===== config.mk =====
export PLATFORM = sky130hd
export DESIGN_NAME = vram_cursor_controller_flat
export DESIGN_NICKNAME = d
export VERILOG_FILES = /design/src/rtl/vram_cursor_controller_pkg.sv /design/src/rtl/vram_cursor_controller_if.sv /design/src/rtl/vram_cursor_controller_row_fill.sv /design/src/rtl/vram_cursor_controller.sv /design/src/flat_wrapper.sv
export SDC_FILE = /design/constraint.sdc
export NUM_CORES = 1
export LEC_CHECK = 0
export ABC_AREA = 1
export ABC_CLOCK_PERIOD_IN_PS = 2230
export CAP_MARGIN = 5
export CORE_ASPECT_RATIO = 1.4
export CORE_MARGIN = 2
export CORE_UTILIZATION = 42
export CTS_CLUSTER_SIZE = 40
export DETAILED_ROUTE_END_ITERATION = 10
export GPL_ROUTABILITY_DRIVEN = 0
export PLACE_DENSITY = 0.66
export SLEW_MARGIN = 20
export SYNTH_ARGS = -nofsm -noshare
export SYNTH_HDL_FRONTEND = slang
export SYNTH_SLANG_ARGS = --single-unit

===== constraint.sdc =====
create_clock -name clk -period 2.23 [get_ports clk]
set_clock_uncertainty 0.2 [all_clocks]
set_input_delay 0.446 -clock clk [delete_from_list [all_inputs] [get_ports clk]]
set_output_delay 0.446 -clock clk [all_outputs]
set_load 0.02 [all_outputs]

===== src/rtl/vram_cursor_controller_pkg.sv =====
// Shared constants, state encoding and byte classification for the terminal
// cursor controller and its row-fill engine.
package vram_cursor_controller_pkg;

  localparam logic LOW = 1'b0;
  localparam logic YES = 1'b1;

  localparam int COL_W = 7;

  localparam logic [7:0] CHAR_BS    = 8'h08;
  localparam logic [7:0] CHAR_LF    = 8'h0A;
  localparam logic [7:0] CHAR_FF    = 8'h0C;
  localparam logic [7:0] CHAR_CR    = 8'h0D;
  localparam logic [7:0] CHAR_SPACE = 8'h20;

  typedef enum logic [1:0] {
    ST_CLEAR = 2'd0,
    ST_IDLE  = 2'd1,
    ST_WRITE = 2'd2,
    ST_ERASE = 2'd3
  } state_e;

  function automatic logic is_printable(input logic [7:0] b);
    return (b >= 8'h20) && (b <= 8'h7E);
  endfunction

endpackage


===== src/rtl/vram_cursor_controller_if.sv =====
// Keyboard byte stream and vram write port bundled for the cursor controller.
interface vram_cursor_controller_if #(
  parameter int ROW_BITS = 5
) ();
  import vram_cursor_controller_pkg::*;

  logic                rx_valid;
  logic                rx_ready;
  logic [7:0]          rx_data;
  logic                vram_write_valid;
  logic                vram_write_ready;
  logic [ROW_BITS-1:0] vram_write_row;
  logic [COL_W-1:0]    vram_write_col;
  logic [7:0]          vram_write_char;

  modport master (
    input  rx_valid, rx_data, vram_write_ready,
    output rx_ready, vram_write_valid, vram_write_row, vram_write_col, vram_write_char
  );

  modport slave (
    output rx_valid, rx_data, vram_write_ready,
    input  rx_ready, vram_write_valid, vram_write_row, vram_write_col, vram_write_char
  );

endinterface


===== src/rtl/vram_cursor_controller_row_fill.sv =====
// Row-major column/row fill counter emitting one space-write beat per ready
// cycle over row_count consecutive physical rows starting at first_row.
module vram_cursor_controller_row_fill
  import vram_cursor_controller_pkg::*;
#(
  parameter int COLS     = 100,
  parameter int ROW_BITS = 5
) (
  input  logic                clk,
  input  logic                reset,
  input  logic                start,
  input  logic [ROW_BITS-1:0] first_row,
  input  logic [ROW_BITS:0]   row_count,
  input  logic                ready,
  output logic                valid,
  output logic [ROW_BITS-1:0] row,
  output logic [COL_W-1:0]    col,
  output logic                last
);

  localparam logic [COL_W-1:0]  LAST_COL = COL_W'(COLS - 1);
  localparam logic [ROW_BITS:0] ONE_ROW  = (ROW_BITS + 1)'(1);

  logic                busy_q, busy_d;
  logic [ROW_BITS-1:0] row_q, row_d;
  logic [COL_W-1:0]    col_q, col_d;
  logic [ROW_BITS:0]   left_q, left_d;
  logic                beat, row_end;

  always_comb begin
    beat    = busy_q && ready;
    row_end = (col_q == LAST_COL);
    last    = beat && row_end && (left_q == ONE_ROW);
    busy_d  = busy_q;
    row_d   = row_q;
    col_d   = col_q;
    left_d  = left_q;
    if (start && !busy_q) begin
      busy_d = YES;
      row_d  = first_row;
      col_d  = '0;
      left_d = row_count;
    end else if (beat) begin
      if (row_end) begin
        col_d  = '0;
        row_d  = row_q + ROW_BITS'(1);
        left_d = left_q - ONE_ROW;
        if (left_q == ONE_ROW) busy_d = LOW;
      end else begin
        col_d = col_q + COL_W'(1);
      end
    end
  end

  always_ff @(posedge clk) begin
    if (reset) begin
      busy_q <= LOW;
      row_q  <= '0;
      col_q  <= '0;
      left_q <= '0;
    end else begin
      busy_q <= busy_d;
      row_q  <= row_d;
      col_q  <= col_d;
      left_q <= left_d;
    end
  end

  assign valid = busy_q;
  assign row   = row_q;
  assign col   = col_q;

endmodule


===== src/rtl/vram_cursor_controller.sv =====
// Terminal sequencer: interprets keyboard bytes, tracks the cursor, scrolls by
// moving top_row and owns the single vram write port.
module vram_cursor_controller
  import vram_cursor_controller_pkg::*;
#(
  parameter int COLS         = 100,
  parameter int VISIBLE_ROWS = 30,
  parameter int ROW_BITS     = 5
) (
  input  logic                  clk,
  input  logic                  reset,
  vram_cursor_controller_if.master bus,
  output logic [ROW_BITS-1:0]   top_row,
  output logic [ROW_BITS-1:0]   cursor_row,
  output logic [COL_W-1:0]      cursor_col
);

  localparam logic [COL_W-1:0]    LAST_COL = COL_W'(COLS - 1);
  localparam logic [ROW_BITS-1:0] LAST_VIS = ROW_BITS'(VISIBLE_ROWS - 1);
  localparam logic [ROW_BITS:0]   ALL_ROWS = (ROW_BITS + 1)'(2 ** ROW_BITS);
  localparam logic [ROW_BITS:0]   ONE_ROW  = (ROW_BITS + 1)'(1);

  state_e              state_q, state_d;
  logic [ROW_BITS-1:0] top_q, top_d, crow_q, crow_d;
  logic [COL_W-1:0]    ccol_q, ccol_d;
  logic                wr_valid_q, wr_valid_d, wr_bs_q, wr_bs_d;
  logic [ROW_BITS-1:0] wr_row_q, wr_row_d;
  logic [COL_W-1:0]    wr_col_q, wr_col_d;
  logic [7:0]          wr_char_q, wr_char_d;

  logic                fill_mode, fill_start, fill_valid, fill_last, do_nl;
  logic [ROW_BITS-1:0] fill_row, phys;
  logic [COL_W-1:0]    fill_col;

  assign phys       = top_q + crow_q;
  assign fill_mode  = (state_q == ST_CLEAR) || (state_q == ST_ERASE);
  assign fill_start = fill_mode && !fill_valid;

  // ERASE blanks only the new bottom row; CLEAR sweeps the whole circular buffer.
  vram_cursor_controller_row_fill #(.COLS(COLS), .ROW_BITS(ROW_BITS)) u_fill (
    .clk       (clk),
    .reset     (reset),
    .start     (fill_start),
    .first_row ((state_q == ST_ERASE) ? (top_q + LAST_VIS) : '0),
    .row_count ((state_q == ST_ERASE) ? ONE_ROW : ALL_ROWS),
    .ready     (bus.vram_write_ready),
    .valid     (fill_valid),
    .row       (fill_row),
    .col       (fill_col),
    .last      (fill_last)
  );

  always_comb begin
    state_d    = state_q;
    top_d      = top_q;
    crow_d     = crow_q;
    ccol_d     = ccol_q;
    wr_valid_d = wr_valid_q;
    wr_bs_d    = wr_bs_q;
    wr_row_d   = wr_row_q;
    wr_col_d   = wr_col_q;
    wr_char_d  = wr_char_q;
    do_nl      = LOW;
    case (state_q)
      ST_CLEAR: begin
        if (fill_last) begin
          crow_d  = '0;
          ccol_d  = '0;
          state_d = ST_IDLE;
        end
      end
      ST_ERASE: begin
        if (fill_last) state_d = ST_IDLE;
      end
      ST_IDLE: begin
        if (bus.rx_valid) begin
          if (is_printable(bus.rx_data)) begin
            wr_valid_d = YES;
            wr_bs_d    = LOW;
            wr_row_d   = phys;
            wr_col_d   = ccol_q;
            wr_char_d  = bus.rx_data;
            state_d    = ST_WRITE;
          end else if (bus.rx_data == CHAR_CR) begin
            ccol_d = '0;
          end else if (bus.rx_data == CHAR_LF) begin
            do_nl = YES;
          end else if (bus.rx_data == CHAR_BS) begin
            // Cursor steps back now; completion of the blanking write leaves it alone.
            if (ccol_q != '0) begin
              ccol_d     = ccol_q - COL_W'(1);
              wr_valid_d = YES;
              wr_bs_d    = YES;
              wr_row_d   = phys;
              wr_col_d   = ccol_q - COL_W'(1);
              wr_char_d  = CHAR_SPACE;
              state_d    = ST_WRITE;
            end
          end else if (bus.rx_data == CHAR_FF) begin
            top_d   = '0;
            state_d = ST_CLEAR;
          end
        end
      end
      ST_WRITE: begin
        if (wr_valid_q && bus.vram_write_ready) begin
          wr_valid_d = LOW;
          state_d    = ST_IDLE;
          if (!wr_bs_q) begin
            if (ccol_q == LAST_COL) begin
              ccol_d = '0;
              do_nl  = YES;
            end else begin
              ccol_d = ccol_q + COL_W'(1);
            end
          end
        end
      end
      default: state_d = ST_CLEAR;
    endcase
    if (do_nl) begin
      if (crow_q < LAST_VIS) begin
        crow_d = crow_q + ROW_BITS'(1);
      end else begin
        top_d   = top_q + ROW_BITS'(1);
        state_d = ST_ERASE;
      end
    end
  end

  always_ff @(posedge clk) begin
    if (reset) begin
      state_q    <= ST_CLEAR;
      top_q      <= '0;
      crow_q     <= '0;
      ccol_q     <= '0;
      wr_valid_q <= LOW;
      wr_bs_q    <= LOW;
      wr_row_q   <= '0;
      wr_col_q   <= '0;
      wr_char_q  <= CHAR_SPACE;
    end else begin
      state_q    <= state_d;
      top_q      <= top_d;
      crow_q     <= crow_d;
      ccol_q     <= ccol_d;
      wr_valid_q <= wr_valid_d;
      wr_bs_q    <= wr_bs_d;
      wr_row_q   <= wr_row_d;
      wr_col_q   <= wr_col_d;
      wr_char_q  <= wr_char_d;
    end
  end

  always_comb begin
    if (fill_mode) begin
      bus.vram_write_valid = fill_valid;
      bus.vram_write_row   = fill_row;
      bus.vram_write_col   = fill_col;
      bus.vram_write_char  = CHAR_SPACE;
    end else begin
      bus.vram_write_valid = wr_valid_q;
      bus.vram_write_row   = wr_row_q;
      bus.vram_write_col   = wr_col_q;
      bus.vram_write_char  = wr_char_q;
    end
  end

  assign bus.rx_ready = (state_q == ST_IDLE);
  assign top_row      = top_q;
  assign cursor_row   = crow_q;
  assign cursor_col   = ccol_q;

endmodule


===== src/flat_wrapper.sv =====
// flat-port wrapper written by rule: the top's interface ports become plain ports
module vram_cursor_controller_flat import vram_cursor_controller_pkg::*;
#(
  parameter int COLS         = 100,
  parameter int VISIBLE_ROWS = 30,
  parameter int ROW_BITS     = 5
)
  (clk, reset, top_row, cursor_row, cursor_col, bus_rx_valid, bus_rx_data, bus_vram_write_ready, bus_rx_ready, bus_vram_write_valid, bus_vram_write_row, bus_vram_write_col, bus_vram_write_char);
  vram_cursor_controller_if #(.ROW_BITS(ROW_BITS)) bus_i ();
  input  logic clk;
  input  logic reset;
  output logic [ROW_BITS-1:0] top_row;
  output logic [ROW_BITS-1:0] cursor_row;
  output logic [COL_W-1:0] cursor_col;
  input wire logic [$bits(bus_i.rx_valid)-1:0] bus_rx_valid;
  input wire logic [$bits(bus_i.rx_data)-1:0] bus_rx_data;
  input wire logic [$bits(bus_i.vram_write_ready)-1:0] bus_vram_write_ready;
  output wire logic [$bits(bus_i.rx_ready)-1:0] bus_rx_ready;
  output wire logic [$bits(bus_i.vram_write_valid)-1:0] bus_vram_write_valid;
  output wire logic [$bits(bus_i.vram_write_row)-1:0] bus_vram_write_row;
  output wire logic [$bits(bus_i.vram_write_col)-1:0] bus_vram_write_col;
  output wire logic [$bits(bus_i.vram_write_char)-1:0] bus_vram_write_char;
  assign bus_i.rx_valid = bus_rx_valid;
  assign bus_i.rx_data = bus_rx_data;
  assign bus_i.vram_write_ready = bus_vram_write_ready;
  assign bus_rx_ready = bus_i.rx_ready;
  assign bus_vram_write_valid = bus_i.vram_write_valid;
  assign bus_vram_write_row = bus_i.vram_write_row;
  assign bus_vram_write_col = bus_i.vram_write_col;
  assign bus_vram_write_char = bus_i.vram_write_char;
  vram_cursor_controller #(.COLS(COLS), .VISIBLE_ROWS(VISIBLE_ROWS), .ROW_BITS(ROW_BITS)) u_core (.clk(clk), .reset(reset), .bus(bus_i), .top_row(top_row), .cursor_row(cursor_row), .cursor_col(cursor_col));
endmodule

==> results of run 1 <==
placed cells by master, fill, tap and decap left out, types with 2 or more instances in the layout:
cell / netlist / final
nand2_1: 160 / 160
inv_1: 72 / 69
nor2_1: 66 / 65
dfxtp_1: 60 / 55
a21oi_1: 47 / 47
o21ai_0: 44 / 44
buf_4: 4 / 34
nand3_1: 29 / 29
clkdlybuf4s50_1: 0 / 28
buf_2: 1 / 19
ha_1: 17 / 13
xor2_1: 11 / 11
nor3_1: 11 / 11
nand4_1: 10 / 10
clkbuf_16: 0 / 9
a211oi_1: 6 / 6
inv_2: 3 / 6
nand2_2: 6 / 6
dfxtp_2: 0 / 5
xnor2_1: 4 / 4
nor2_2: 3 / 4
clkbuf_8: 0 / 4
buf_6: 4 / 4
ha_2: 0 / 3
buf_12: 0 / 3
or2_2: 2 / 2
clkinv_1: 2 / 2
nor2_4: 2 / 2
nor3b_1: 2 / 2
nand3_4: 1 / 2
o211ai_1: 2 / 2
nand3b_1: 2 / 2
a31oi_1: 2 / 2
through the flow:
step	setup TNS [ns]	power, mW
floorplan	0	1.21
global placement	-2.90	1.29
detailed placement	-4.56	1.29
CTS	-0.0252	2.64
global route	-0.110	2.71
finish	0	2.61
power by group through the flow:
stage	logic, mW	clock network (mW)	registers (mW)
after floorplan	0.0972	0	1.12
after global placement	0.173	0	1.12
after detailed placement	0.177	0	1.12
after CTS	0.170	1.37	1.10
after global routing	0.190	1.43	1.10
final	0.170	1.34	1.10
what timing repair did:
| action | CTS | global route |
|---|---|---|
| cloned | 0 | 1 |
| setup endpoints to repair | 23 | 46 |
| gates resized for setup | 94 | 21 |
| hold buffers | 0 | 0 |
| pin swaps | 0 | 1 |
registers in the layout (all words and copies together), names as in the netlist, 5 cells and up:
| register | cells |
|---|---|
| u_core.cursor_col | 7 |
| u_core.cursor_row | 5 |
| u_core.u_fill.col | 7 |
| u_core.u_fill.row | 5 |
| u_core.wr_row_q | 5 |
| u_core.wr_char_q | 8 |
| u_core.wr_col_q | 7 |
| u_core.top_row | 5 |
| u_core.u_fill.left_q | 6 |
metal layers:
metal / GRT usage / routed length [µm]
met1: 0.246 / 4250
met2: 0.407 / 5280
met3: 0.0488 / 478
met4: 0.0730 / 183
met5: 0 / 0
kinds of logic (layout without fill, tap and decap cells):
group,after synthesis,in the layout,synth area share
buf+inv,94,182,0.105
compound gates,103,103,0.143
xor+xnor,15,15,0.0345
flops,60,60,0.315
simple gates,299,299,0.341
fa+ha+maj,18,18,0.0611
worst register-to-register path, stage by stage (launching register included):
cell,delay [ns]
dfxtp_1,0.46
ha_2,0.30
nand3_1,0.12
nor2_2,0.16
nand3b_1,0.12
nand2_2,0.13
nand3_2,0.19
nor3_1,0.19
nor2_1,0.05
path summary, 6_finish.rpt:
path	endpoint	cells past startpoint	slack, ns
worst min register to register	u_core.wr_char_q[7]$_SDFFE_PP0P_	2	0.24
worst min-delay path	u_core.wr_char_q[7]$_SDFFE_PP0P_	2	0.24
worst max-delay path	bus_vram_write_char[5]	5	0.02
worst max register to register	u_core.cursor_row[3]$_SDFF_PP0_	8	0.20
area by class of cell:
class	instances	area share
clock buffer	14	0.0578
clock inverter	1	0.00102
inverter	77	0.0589
multi-input combinational	435	0.455
sequential	60	0.246
tap	107	0.0273
timing repair buffer	90	0.154
==> results by group, run 1 <==
Floorplan
  • Initial Utilization: 0.427
  • Core Rows: between 40 and 50
  • Die height: roughly 120 µm
  • I/O pin total: 51
  • Core Region: 8930 µm²
  • Die width: roughly 84 µm
  • Die ar.: 9850 µm²

Pwr
  • Clock share of power: 0.515
  • Pint: between 2 and 2.5 mW
  • Seq pwr share: 0.420
  • Leak: 2.23 nW
  • Combinational power share: 0.065
  • Worst vdd ir: 0.000438 V
  • Psw: between 500 and 600 µW
  • Net Sw Frac: 0.225
  • Power Dens Cells: about 530 nW/µm²

STA
  • Hold Fails Final Rpt: 0
  • Min Clock Period, post-route: roughly 2.2 ns
  • Period utilization: 0.992
  • RSZ-0062 raised after global routing: yes
  • Rel. slew slack: 0.771
  • Fin worst setup slack: between 0.015 and 0.02 ns
  • Final-report max-slew violation count: 0
  • Fmax achieved: 452 MHz
  • Worst slew pin tran: ~0.34 ns
  • Minimum hold slack: 0.242 ns
  • # setup viols final: 0

CTS
  • CTS max path bufs: 2
  • Clk_lat worst skew: around 0.34 ns
  • CTS Root Cell: clkbuf_16
  • Num CTS Buffers: 9
  • Setup repair bufs after CTS: 0
  • Clock Pin Slew Worst Setup and Hold Paths: approximately 0.050 ns
  • Clk sinks: 60
  • H-tree depth: 3
  • CTS tree: yes

Setup path
  • Crit-path cells: inv_2, ha_4, inv_2, or2_2, buf_4
  • CP top delay family: flip-flops
  • Worst setup EP type: output pin
  • CP Max Fanout: 6
  • Slowest Stage Delay on Critical Path: around 0.33 ns
  • RR Startpoint: u_core.cursor_col[1]$_SDFFE_PP0P_
  • Cell mode on critical path: inv_2
  • Type of the worst setup path: reg2out
  • Worst Path Required: approximately 1.6 ns
  • CP Launch Type: flip-flop
  • Critical path launch point: u_core.state_q[0]$_SDFF_PP0_
  • Crit path arrival time: roughly 1.6 ns
  • Critical-path top delay cell: dfxtp_2
  • Crit path buf inv count: 3

Logic synthesis
  • Synth area leader: dfxtp_1
  • Synth Register Bits: 60
  • Area share of the leading cell type in the synthesized netlist: 0.315
  • Top cells by area, synth: dfxtp_1 32%, nand2_1 16%, inv_1 7.1%
  • Post-synth EDFFs: 0
  • Post-synth top cells: 160 x nand2_1, 72 x inv_1, 66 x nor2_1
  • Yosys cell types: 36
  • Synth Net Count: slightly above 600
  • Post-Syn Instances: 589
  • Post-synthesis sequential area ratio: 0.315
  • Ys flop type: dfxtp_1
  • Syn. warnings: 0
  • Avg Synthesized Cell Area: 6.46 µm²
  • Synth async-reset ratio: 0
  • Count leader, synth: nand2_1
  • Synthesized area: around 3800 µm²

Route
  • Drt via density: 5.11
  • Via count: 4006
  • Drt first pass iters: 4
  • Routed Antenna Nets: 0
  • Routed WL: slightly above 10000 µm
  • Drt wl/cell: between 10 and 15 µm
  • # DRC: 0
  • Iter 0 DRT Violations: about 200

Flow run
  • MaxCap Viol Count: 0

Global route
  • Vias in the first global route: between 3000 and 4000
  • Initial antenna violation count: 0
  • Largest net degree at the start of global routing: 29
  • First-pass GRT wire length: 17300 µm
  • Total global routing overflow: 0
  • GRT Resource Usage Total: 0.218

Placement
  • Area after DPL: around 4700 µm²
  • Dpl ws: -0.198 ns
  • Post-detail-place hpwl: slightly below 8000 µm
  • Placed insts: around 770
  • IO Port Bufs: 50

Layout
  • Share of layout cells above drive strength 1: 0.161
  • Number of fill cells in the layout: ~930
  • ANT cells: 0
  • Nets: 703
  • Final core area utilization: 0.550
  • Multi-input logic area: 2240 µm²
  • Final Non-Filler Cells: a little under 800
  • Synthesis-to-finish area growth: 29.0%
  • Post-route cell area: 4910 µm²
  • Register area: 1210 µm²

Hold path
  • Min-delay src: u_core.wr_char_q[7]$_SDFFE_PP0P_
  • Hold Path Class: reg2reg

Status
  • Outcome: finished, final reports clean
No activity file was read; power rests on OpenSTA's default activity.
==> run 2: changes to the inputs <==
Settings changed: SYNTH_HIERARCHICAL set to 1.
==> run 2 against run 1 <==
  * Non-clock buffer count increased by 10
  * Total power increased by 11%
  * Sequential share of layout area decreased by 1.7 points
  * Synthesized cell count increased by 7.6%
  * Clock-buffer cell count decreased by 2
  * Worst hold slack improved by 0.0050 ns
  * Sequential power increased by 4%
  * Routed wire length increased by 7.0%
==> results by group, run 2 <==
Status
  • Outcome: finished, final reports clean

Setup path
  • Crit path buf inv count: 3 (unchanged)
  • Worst Setup EP: bus_vram_write_char[5]
  • Reg2Reg Depth: 13 (+5)
  • RR Startpoint: u_core/u_fill/col[0]$_SDFFE_PP0N_
  • Crit-path cells: inv_1, ha_4, inv_4, or2_2, buf_2
  • Worst Path Required: 1.58 ns (about the same)
  • Reg2reg setup slack: 0.15 ns (-0.05 ns)
  • Crit path arrival time: 1.53 ns (-0.04 ns)
  • Critical-path top delay cell: dfxtp_2
  • CP top delay family: flip-flops
  • Worst setup EP type: output pin
  • Critical path depth in cells: 5 (unchanged)
  • Slowest Stage Delay on Critical Path: 0.33 ns (about the same)
  • CP Max Fanout: 5 (-1)
  • Type of the worst setup path: reg2out
  • Reg2reg end: u_core/cursor_col[3]$_SDFFE_PP0P_
  • CP Launch Type: flip-flop
  • Critical path launch point: u_core/state_q[0]$_SDFF_PP0_

STA
  • Minimum hold slack: 0.247 ns (+0.00502 ns)
  • Hold Fails Final Rpt: 0 (unchanged)
  • Fmax achieved: 459 MHz (+1.5%)
  • Worst slew pin tran: 0.509 ns (+0.168 ns)
  • Setup TNS: 0 ns (unchanged)
  • # setup viols final: 0 (unchanged)
  • Min Clock Period, post-route: 2.18 ns (-0.0327 ns)
  • Final-report max-slew violation count: 0 (unchanged)
  • Rel. slew slack: 0.660 (-0.111)
  • Period utilization: 0.977 (-0.0147)

Logic synthesis
  • Post-Syn Instances: 634 (+7.6%)
  • Post-synthesis sequential area ratio: 0.293 (-0.0221)
  • Top cells by area, synth: dfxtp_1 29%, nand2_1 18%, nor2_1 6.7%
  • Yosys cell types: 38 (+5.6%)
  • Count leader, synth: nand2_1
  • Synthesized area: 4090 µm² (+7.5%)
  • Synth Register Bits: 60 (unchanged)
  • Area share of the leading cell type in the synthesized netlist: 0.293 (-0.0221)
  • Post-synth top cells: 194 x nand2_1, 73 x nor2_1, 65 x inv_1
  • Synth async-reset ratio: 0 (unchanged)
  • Post-synth EDFFs: 0 (unchanged)
  • Avg Synthesized Cell Area: 6.46 µm² (-0.11%)
  • Synth area leader: dfxtp_1
  • Ys flop type: dfxtp_1
  • Syn. warnings: 6 (+6)

Floorplan
  • Die width: 87.4 µm (+3.5%)
  • Core Rows: 42 (+2.4%)
  • I/O pin total: 51 (unchanged)
  • Initial Utilization: 0.433 (+0.00626)
  • Die ar.: 10600 µm² (+7.2%)
  • Die height: 121 µm (+3.6%)
  • Core Region: 9460 µm² (+6.0%)

Layout
  • Commonest non-fill, non-tap cell in the layout: nand2_1
  • ANT cells: 0 (unchanged)
  • Number of fill cells in the layout: 928 (-0.32%)
  • Synthesis-to-finish area growth: 28.6%
  • Post-route cell area: 5270 µm² (+7.2%)
  • Commonest cells after routing, fill and taps aside: 194 x nand2_1, 70 x nor2_1, 63 x inv_1, 57 x dfxtp_1, 48 x buf_4
  • Nets: 760 (+8.1%)
  • Largest register by flop count: u_core/wr_char_q
  • Share of layout cells above drive strength 1: 0.198 (+0.0368)
  • Final core area utilization: 0.557 (+0.00643)
  • Number of flip-flops under the largest register name: 8 (unchanged)

Route
  • Drt first pass iters: 4 (unchanged)
  • Routed WL: 10900 µm (+7.0%)
  • Via count: 4185 (+4.5%)
  • Drt via density: 4.96 (-2.8%)
  • Iter 0 DRT Violations: 188 (-6.5%)
  • Drt wl/cell: 12.9 µm (-0.49%)
  • Routed Antenna Nets: 0 (unchanged)
  • # DRC: 0 (unchanged)

Pwr
  • Leak: 2.46 nW (+10%)
  • Pwr Total: 2.90 mW (+11%)
  • Power Dens Cells: 551 nW/µm² (+3.7%)
  • Worst vdd ir: 0.000359 V (-18%)

CTS
  • Num CTS Buffers: 9 (unchanged)
  • H-tree depth: 3 (unchanged)
  • CTS tree: yes
  • Clock Pin Slew Worst Setup and Hold Paths: 0.05 ns (about the same)
  • CTS max path bufs: 2 (unchanged)
  • Hold Buf Count CTS: 0 (unchanged)
  • CTS Root Cell: clkbuf_16
  • Clk sinks: 60 (unchanged)
  • Clk_lat worst skew: 0.33 ns (about the same)

Global route
  • Met1 GRT Util: 0.260 (+0.0135)
  • Largest net degree at the start of global routing: 20 (-31%)
  • Total global routing overflow: 0 (unchanged)
  • GRT Resource Usage Total: 0.213 (-0.00533)
  • M2 GR Usage: 0.367 (-0.0400)
  • Met3 GRT Util: 0.0348 (-0.0140)
  • Initial antenna violation count: 0 (unchanged)
  • First-pass GRT wire length: 17900 µm (+3.6%)
  • Vias in the first global route: 4002 (+5.9%)
  • Top Usage Layer GRT: met2

Hold path
  • Min-delay src: u_core/wr_char_q[7]$_SDFFE_PP0P_
  • Worst hold path cell count: 2 (unchanged)
  • Hold Path Class: reg2reg

Placement
  • Post-detail-place hpwl: 8220 µm (+6.2%)
  • IO Port Bufs: 50 (unchanged)
  • Area after DPL: 4980 µm² (+6.9%)

Flow run
  • MaxCap Viol Count: 0 (unchanged)
-- run 2: changes by cell type after synthesis, moves of 4 or more --
cell	delta
buf_4	-4
inv_1	-7
xor2_1	+5
nor2_2	+4
a21oi_1	-18
nand2_2	+8
nand3_1	+13
nor3_1	-7
o21ai_1	+9
nand2_1	+34
a21oi_2	+9
nor2_1	+7
o21ai_0	-10
-- run 2: final cells by class --
| cell class | count | area [µm²] | area share |
|---|---|---|---|
| repair buffers | 100 | 831 | 0.158 |
| clock inverters | 2 | 35.0 | 0.00665 |
| inverters | 72 | 279 | 0.0530 |
| flip-flops and latches | 60 | 1200 | 0.229 |
| clock buffers | 12 | 256 | 0.0487 |
| multi-input cells | 487 | 2520 | 0.479 |
| well taps | 110 | 138 | 0.0261 |
-- run 2: repair_timing --
| item | CTS | global route |
|---|---|---|
| setup buffers | 0 | 1 |
| pin swaps | 0 | 3 |
| endpoints found under the setup margin | 22 | 41 |
| gates cloned | 0 | 1 |
| gates resized for setup | 88 | 21 |
-- run 2: metrics by stage --
stage / std cells / setup WS [ns]
6_report: 843 / 0.0513
5_1_grt: 843 / -0.00673
4_1_cts: 841 / -0.00251
3_5_place_dp: 827 / -0.298
3_3_place_gp: 827 / -0.236
2_1_floorplan: 637 / 0.0701
-- run 2: tightest hold or removal path, delay by kind of cell, from the launching register on --
family / cells / cell delay, ns
AND/OR/NAND/NOR: 2 / 0.10
flip-flops: 1 / 0.31
-- run 2: power by group --
part,switching (mW),internal [mW],total (mW)
registers,0.0360,1.11,1.14
logic,0.234,0.143,0.377
clock network,0.474,0.910,1.38
total,0.743,2.16,2.90
-- run 2: how the worst min path moves through the flow --
stage                                  endpoint  slack [ns]
3_5_place_dp   u_core/wr_char_q[7]$_SDFFE_PP0P_        0.24
2_1_floorplan   u_core/wr_row_q[3]$_SDFFE_PP0P_        0.22
4_1_cts        u_core/wr_char_q[7]$_SDFFE_PP0P_        0.25
3_3_place_gp   u_core/wr_char_q[7]$_SDFFE_PP0P_        0.24
6_report       u_core/wr_char_q[7]$_SDFFE_PP0P_        0.25
5_1_grt        u_core/wr_char_q[7]$_SDFFE_PP0P_        0.26
-- run 2: routing by layer --
layer	vias to the layer above	wire (µm)
met3	11	396
li1	2195	-
met2	65	5490
met5	-	0
met4	0	153
met1	1914	4880
-- run 2: cells by family after synthesis --
| family | Yosys count | share of synthesized area |
|---|---|---|
| AO/OA/AOI/OAI | 89 | 0.124 |
| XOR/XNOR | 19 | 0.0406 |
| adder cells (fa/ha/maj) | 18 | 0.0568 |
| AND/OR/NAND/NOR | 357 | 0.385 |
| flip-flops | 60 | 0.293 |
| buffers and inverters | 90 | 0.0996 |
| other | 1 | 0.000916 |
